===== config.mk =====
export PLATFORM = sky130hd
export DESIGN_NAME = sign_mag_to_twos
export DESIGN_NICKNAME = d
export VERILOG_FILES = /design/src/rtl/sign_mag_to_twos.sv
export SDC_FILE = /design/constraint.sdc
export NUM_CORES = 1
export LEC_CHECK = 0
export BUFFER_PORTS_ARGS = -buffer_cell sky130_fd_sc_hd__buf_2
export CAP_MARGIN = 15
export CORE_MARGIN = 8
export CORE_UTILIZATION = 45
export CTS_BUF_LIST = sky130_fd_sc_hd__clkbuf_16
export CTS_CLUSTER_SIZE = 28
export DETAILED_ROUTE_END_ITERATION = 10
export HOLD_SLACK_MARGIN = 0.12
export PLACE_DENSITY = 0.67
export SYNTH_ARGS = -nofsm -noshare
export SYNTH_HDL_FRONTEND = slang
export SYNTH_SLANG_ARGS = --single-unit

===== constraint.sdc =====
create_clock -name clk -period 2 [get_ports clk]
set_input_delay 0.4 -clock clk [delete_from_list [all_inputs] [get_ports clk]]
set_output_delay 0.4 -clock clk [all_outputs]
set_load 0.02 [all_outputs]

===== src/rtl/sign_mag_to_twos.sv =====
`default_nettype none
// ============================================================================
// Module   : sign_mag_to_twos
// Brief    : Sign-magnitude to two's complement converter with valid/ready
//            handshakes. Negative values are negated bit-serially, LSB first
//            (copy up to and including the first 1, invert afterwards).
//            Out-of-range magnitudes saturate and raise out_ovf.
// Revision : 1.0 - initial release
// ============================================================================
module sign_mag_to_twos #(
    parameter int WIDTH = 8
) (
    input  logic             clk,
    input  logic             reset,
    input  logic             in_valid,
    output logic             in_ready,
    input  logic             in_sign,
    input  logic [WIDTH-1:0] in_mag,
    output logic             out_valid,
    input  logic             out_ready,
    output logic [WIDTH-1:0] out_data,
    output logic             out_ovf
);

    localparam int c_cnt_w = (WIDTH > 2) ? $clog2(WIDTH) : 1;
    localparam logic [c_cnt_w-1:0] c_cnt_last = c_cnt_w'(WIDTH - 1);
    localparam logic [c_cnt_w-1:0] c_cnt_one  = c_cnt_w'(1);
    localparam logic [WIDTH-1:0]   c_max_pos  = {1'b0, {(WIDTH-1){1'b1}}};
    localparam logic [WIDTH-1:0]   c_min_neg  = {1'b1, {(WIDTH-1){1'b0}}};

    typedef enum logic [1:0] {
        IDLE  = 2'd0,
        SHIFT = 2'd1,
        DONE  = 2'd2
    } state_t;

    state_t             r_state,  w_state_nxt;
    logic [WIDTH-1:0]   r_shift,  w_shift_nxt;
    logic [WIDTH-1:0]   r_result, w_result_nxt;
    logic               r_found,  w_found_nxt;
    logic [c_cnt_w-1:0] r_cnt,    w_cnt_nxt;
    logic               r_ovf,    w_ovf_nxt;

    logic w_accept;
    logic w_pos_ovf;
    logic w_neg_ovf;
    logic w_bit;
    logic w_res_bit;

    assign in_ready  = (r_state == IDLE);
    assign out_valid = (r_state == DONE);
    assign out_data  = r_result;
    assign out_ovf   = r_ovf;

    assign w_accept  = in_valid & (r_state == IDLE);
    // +2^(W-1) and above cannot be represented; -2^(W-1) can.
    assign w_pos_ovf = ~in_sign & in_mag[WIDTH-1];
    assign w_neg_ovf = in_sign & (in_mag > c_min_neg);
    // Serial negation: once the first 1 has passed, every later bit flips.
    assign w_bit     = r_shift[0];
    assign w_res_bit = r_found ? ~w_bit : w_bit;

    // State and datapath registers; reset drops any in-flight transaction.
    always_ff @(posedge clk) begin
        if (reset) begin
            r_state  <= IDLE;
            r_shift  <= '0;
            r_result <= '0;
            r_found  <= 1'b0;
            r_cnt    <= '0;
            r_ovf    <= 1'b0;
        end else begin
            r_state  <= w_state_nxt;
            r_shift  <= w_shift_nxt;
            r_result <= w_result_nxt;
            r_found  <= w_found_nxt;
            r_cnt    <= w_cnt_nxt;
            r_ovf    <= w_ovf_nxt;
        end
    end

    // Next-state and datapath update: bypass loads, serial shift, handshake.
    always_comb begin
        w_state_nxt  = r_state;
        w_shift_nxt  = r_shift;
        w_result_nxt = r_result;
        w_found_nxt  = r_found;
        w_cnt_nxt    = r_cnt;
        w_ovf_nxt    = r_ovf;

        case (r_state)
            IDLE: begin
                if (w_accept) begin
                    w_cnt_nxt   = '0;
                    w_found_nxt = 1'b0;
                    if (w_pos_ovf) begin
                        w_result_nxt = c_max_pos;
                        w_ovf_nxt    = 1'b1;
                        w_state_nxt  = DONE;
                    end else if (w_neg_ovf) begin
                        w_result_nxt = c_min_neg;
                        w_ovf_nxt    = 1'b1;
                        w_state_nxt  = DONE;
                    end else if (!in_sign) begin
                        w_result_nxt = in_mag;
                        w_ovf_nxt    = 1'b0;
                        w_state_nxt  = DONE;
                    end else if (in_mag == '0) begin
                        // Negative zero collapses to plain zero.
                        w_result_nxt = '0;
                        w_ovf_nxt    = 1'b0;
                        w_state_nxt  = DONE;
                    end else begin
                        w_shift_nxt = in_mag;
                        w_ovf_nxt   = 1'b0;
                        w_state_nxt = SHIFT;
                    end
                end
            end
            SHIFT: begin
                w_result_nxt = {w_res_bit, r_result[WIDTH-1:1]};
                w_shift_nxt  = r_shift >> 1;
                w_found_nxt  = r_found | w_bit;
                if (r_cnt == c_cnt_last) begin
                    w_cnt_nxt   = '0;
                    w_state_nxt = DONE;
                end else begin
                    w_cnt_nxt = r_cnt + c_cnt_one;
                end
            end
            DONE: begin
                if (out_ready) begin
                    w_state_nxt = IDLE;
                end
            end
            default: begin
                w_state_nxt = IDLE;
            end
        endcase
    end

endmodule
`default_nettype wire


==> results.cfg, run 1 <==
[critical_path]
critPathMaxStageDelay_ps = 570
worstSetupPathType = in -> reg
cp-end-kind = flop
worstReg2RegStart = r_state[0]
worst-path-max-fanout = 5
slowest_stage = or4_4
arrival_ps = 1890
startpoint = in_mag[5]
worstPathRequired_ps = 2160
path_cells = buf_2 > or4_4 > nor4_4 > buf_4 > nor4_1 > a211oi_1
crit_path_start_kind = primary input

[yosys]
synth.top_cell.area_share_pct = 35.3
ys_warn_count = 0
synthCells = 148
yosys.area.top_type = dfxtp_1
syn_area_mm2 = 0.00131
yosysUniqueCellTypes = 37
ys_seq_elements = 23
synth_area_leaders = dfxtp_1, a211oi_1, mux2i_1
yosysSeqAreaShare_pct = 35.3
syn-num-nets = 164
syn_avg_cell_area_um2 = 8.82

[cells_and_area]
drive_gt1_share_pct = 29.8
fin_util_pct = 57.0
layout_common_cells = buf_2, dfxtp_1, nor2_1, a211oi_1, buf_4
fillCellCount = 256
stdcell_area_mm2 = 0.00157
insertedDiodeCount = 0
final_cells = 209
synthToLayoutAreaGrowth_pct = 20.5
nets = 195

[clock_network]
clk_latency_ps = 260
cts_buffer_depth = 2
cts_max_level = 1
postCtsHoldBufs = 0
tritoncts = done
numCtsBuffers = 3
cts_resized = 0
cts_num_sinks = 23
clkTransAtPathRegs_ps = 60
root_buffer = clkbuf_16
post-cts-setup-buffers = 0

[sta]
setup_violations = 0
slew_violations = 0
fin_crit_ps = 1730
worstMarginPinSlew_ps = 487
setup_tns_ps = 0
max_slew_margin_pct = 67.1
hold_slack_ps = 438
min_period_over_period_pct = 86.4
timing_hold_violations_final = 0
rsz0062_at_grt = no
setup_slack_ps = 271
max_freq_ghz = 0.578
skew_ps = 1.83

[grt]
grt_start_max_net_pins = 23
grt_pass1_wl_um = 5660
antenna_found_initial = 0
grt_overflow = 0
grt_pass1_vias = 1239
grt.total_usage_pct = 13.2

[job]
cap_violations = 0

[die]
die_h_um = 69.9
die_area_mm2 = 0.00488
start_util_pct = 47.3
ios = 24
num_rows = 19
die_w_um = 69.9
core_area_mm2 = 0.00276

[placed_design]
place.detailed.hpwl_um = 2430
dpl_cell_area_mm2 = 0.00149
io_buffers = 23
post-place-cells = 205
place_ws_ps = 20.9
place_congestion = 0.839

[pwr]
p_per_area_mw_per_mm2 = 789
ir_drop_mv = 0.728
p_total_mw = 1.24
p_leak_nw = 0.630

[hold_path]
min_from = out_ready
hold_class = in -> reg

[detailed_routing]
ant_nets = 0
wl_um = 3300
num_vias = 1266
drt-pass1-iter-count = 4
drtIter0Drc = 69
drcViolationCount = 0
routed_via_density = 6.06
wl_per_cell_um = 15.8

[status]
status = completed
==> final cells by class <==
type                    count  area [µm²]  area share, %
clock inverters             1        5.00          0.318
well taps                  31        38.8           2.47
inverters                   6        22.5           1.43
repair buffers             38         228           14.5
multi-input cells         107         743           47.3
flip-flops and latches     23         460           29.3
clock buffers               3        75.1           4.77
==> Yosys cell counts (all sizes together) <==
cell,count
dfxtp,23
a211oi,16
nor2,16
a21oi,12
nor3,10
nor4,9
a31oi,8
clkbuf,7
mux2i,7
inv,6
buf,5
a22oi,4
nand2,4
ha,3
and3,2
nor2b,2
or3,2
a2111oi,1
a311o,1
a32oi,1
and2,1
nand3,1
nand4,1
o2111ai,1
o211ai,1
o21ai,1
o21bai,1
o311ai,1
or4,1
==> cells by family (layout without fill, tap and decap cells) <==
logic type	Yosys count	in the layout	share of synthesized area (%)
adder cells (fa/ha/maj)	3	3	2.88
multiplexers	7	7	5.37
AO/OA/AOI/OAI	48	48	26.6
flip-flops	23	23	35.3
AND/OR/NAND/NOR	49	49	22.0
buffers and inverters	18	48	7.96
==> registers in the layout (all words and copies together), names as in the netlist <==
name,count
r_shift,8
out_ovf,1
r_cnt,3
out_data,8
r_found,1
r_state,2
==> routing by layer <==
metal  up-vias  wire [µm]  GRT usage (%)
met3         9        183           3.11
li1        627          -              -
met2        38       1570           21.5
met4         0         34           3.57
met1       592       1510           16.9
met5         -          0              0
==> final timing paths <==
| check | to | slack, ps | depth (start not counted) |
|---|---|---|---|
| worst max-delay path | r_shift[3] | 270 | 6 |
| worst min-delay path | r_state[1] | 440 | 4 |
| worst max register to register | r_shift[3] | 360 | 4 |
| worst min register to register | out_ovf | 450 | 2 |
==> worst max-delay path: cells and delay by family <==
kind / cells / cell delay, ps
compound gates: 1 / 230
simple gates: 3 / 960
buf+inv: 2 / 300
==> power breakdown <==
group / switching [mW] / leakage [nW] / internal [mW]
Sequential: 0.0291 / 0.189 / 0.497
Clock: 0.165 / 0.0409 / 0.269
Combinational: 0.168 / 0.400 / 0.113
Power figures use the tool's default switching activity.
==> inputs of run 2 (changes only) <==
==> constraint.sdc (replaced) <==
create_clock -name clk -period 2 [get_ports clk]
set_input_delay 0.2 -clock clk [delete_from_list [all_inputs] [get_ports clk]]
set_output_delay 0.2 -clock clk [all_outputs]
set_load 0.02 [all_outputs]
==> run 2 against run 1 <==
Effect of this change: cell count is 3.3% lower; fmax is 1.4% higher; first-iteration DRC count is 12% lower; core utilization is 1.9 points lower; global-route usage is 0.78 points higher; critical path type is now reg -> reg; largest cell class unchanged; highest routed layer unchanged.
==> results.cfg, run 2 (synthesis gave the netlist of run 1 again) <==
[cells_and_area]
synthToLayoutAreaGrowth_pct = 16.5
drive_gt1_share_pct = 26.9
nets = 188
insertedDiodeCount = 0
layout_common_cells = buf_2, dfxtp_1, nor2_1, a211oi_1, a21oi_1
final_cells = 202
fillCellCount = 263

[sta]
timing_hold_violations_final = 0
worstMarginPinSlew_ps = 433
max_freq_ghz = 0.587
setup_violations = 0
max_slew_margin_pct = 70.7
rsz0062_at_grt = no
fin_crit_ps = 1710
min_period_over_period_pct = 85.3
slew_violations = 0
setup_tns_ps = 0
skew_ps = 3.40

[detailed_routing]
ant_nets = 0
drt-pass1-iter-count = 4
dr.max_layer_used = met4
wl_met1_um = 1440
route.met2.wl_um = 1650
wl_met3_um = 246
num_vias = 1256
drtIter0Drc = 61
wl_um = 3370
routed_via_density = 6.22
wl_per_cell_um = 16.7
drcViolationCount = 0

[die]
die_w_um = 69.9
core_area_mm2 = 0.00276
die_h_um = 69.9
die_area_mm2 = 0.00488
start_util_pct = 47.3
num_rows = 19
ios = 24

[critical_path]
cp-end-kind = flop
worstReg2RegStart = r_state[1]
r2r-end = r_shift[1]
worstSetupPathType = reg -> reg
path_cells = o21bai_2 > nor4_4 > or3_1 > a211oi_1
slowest_stage = nor4_4
r2r_slack_ps = 290
r2r_cells = 4
startpoint = r_state[1]
endpoint = r_shift[1]
crit_path_start_kind = flop
critPathMaxStageDelay_ps = 440
worst-path-max-fanout = 8
worstPathRequired_ps = 2130
arrival_ps = 1830

[clock_network]
cts_buffer_depth = 2
postCtsHoldBufs = 0
post-cts-setup-buffers = 0
tritoncts = done
clkTransAtPathRegs_ps = 60
root_buffer = clkbuf_16
cts_num_sinks = 23
cts_max_level = 1
numCtsBuffers = 3
cts_resized = 0
clk_latency_ps = 260

[pwr]
p_leak_nw = 0.595
ir_drop_mv = 0.522
p_per_area_mw_per_mm2 = 816
p_total_mw = 1.24

[placed_design]
place_congestion = 0.892
post-place-cells = 198
io_buffers = 23
place.detailed.hpwl_um = 2490

[grt]
grt_pass1_wl_um = 5870
antenna_found_initial = 0
grt_pass1_vias = 1270
grt.total_usage_pct = 14.0
grt_start_max_net_pins = 23
grt_overflow = 0

[hold_path]
hold_class = in -> reg

[status]
status = completed

[job]
cap_violations = 0
[run 2: changes by cell type in the layout (fill, tap and decap cells not counted), sizes merged]
cell  delta
buf      -7
[run 2: routing by layer]
metal  global-route usage (%)  vias up
li1                         -      613
met1                     16.2      598
met2                     23.7       40
met3                     4.52        5
met4                     4.69        0
met5                        0        -
[run 2: final cells by class]
cell class              count  area [µm²]  share of cell area [%]
inverters                   6        22.5                    1.48
flip-flops and latches     23         460                    30.3
multi-input cells         107         743                    48.9
repair buffers             31         175                    11.5
clock buffers               3        75.1                    4.94
well taps                  31        38.8                    2.55
clock inverters             1        5.00                   0.329
[run 2: worst min path at each step]
stage,start,cells past startpoint,end
floorplan,reset,1,out_data[7]
detailed placement,out_ovf,2,out_ovf
finish,out_ready,4,r_state[1]
global route,out_ready,4,r_state[1]
CTS,out_ready,4,r_state[1]
global placement,out_ovf,2,out_ovf
[run 2: per-stage QoR]
step / util [%] / cell area (µm²) / hold slack, ps / setup WS [ps]
CTS: 55.1 / 1520 / 229 / 270
floorplan: - / 1310 / 265 / 120
detailed placement: 52.2 / 1440 / 473 / 121
global placement: 52.2 / 1440 / 440 / 155
global route: 55.1 / 1520 / 272 / 116
finish: 55.1 / 1520 / 227 / 295
[run 2: critical path, delay by kind of cell, from the launching register on]
kind            cells  cell delay [ps]
simple gates        2              750
flops               1              380
compound gates      2              440
[run 2: power breakdown]
group	internal (mW)	switching (mW)	total, mW
logic	0.107	0.172	0.279
clock network	0.269	0.168	0.437
registers	0.497	0.0276	0.524
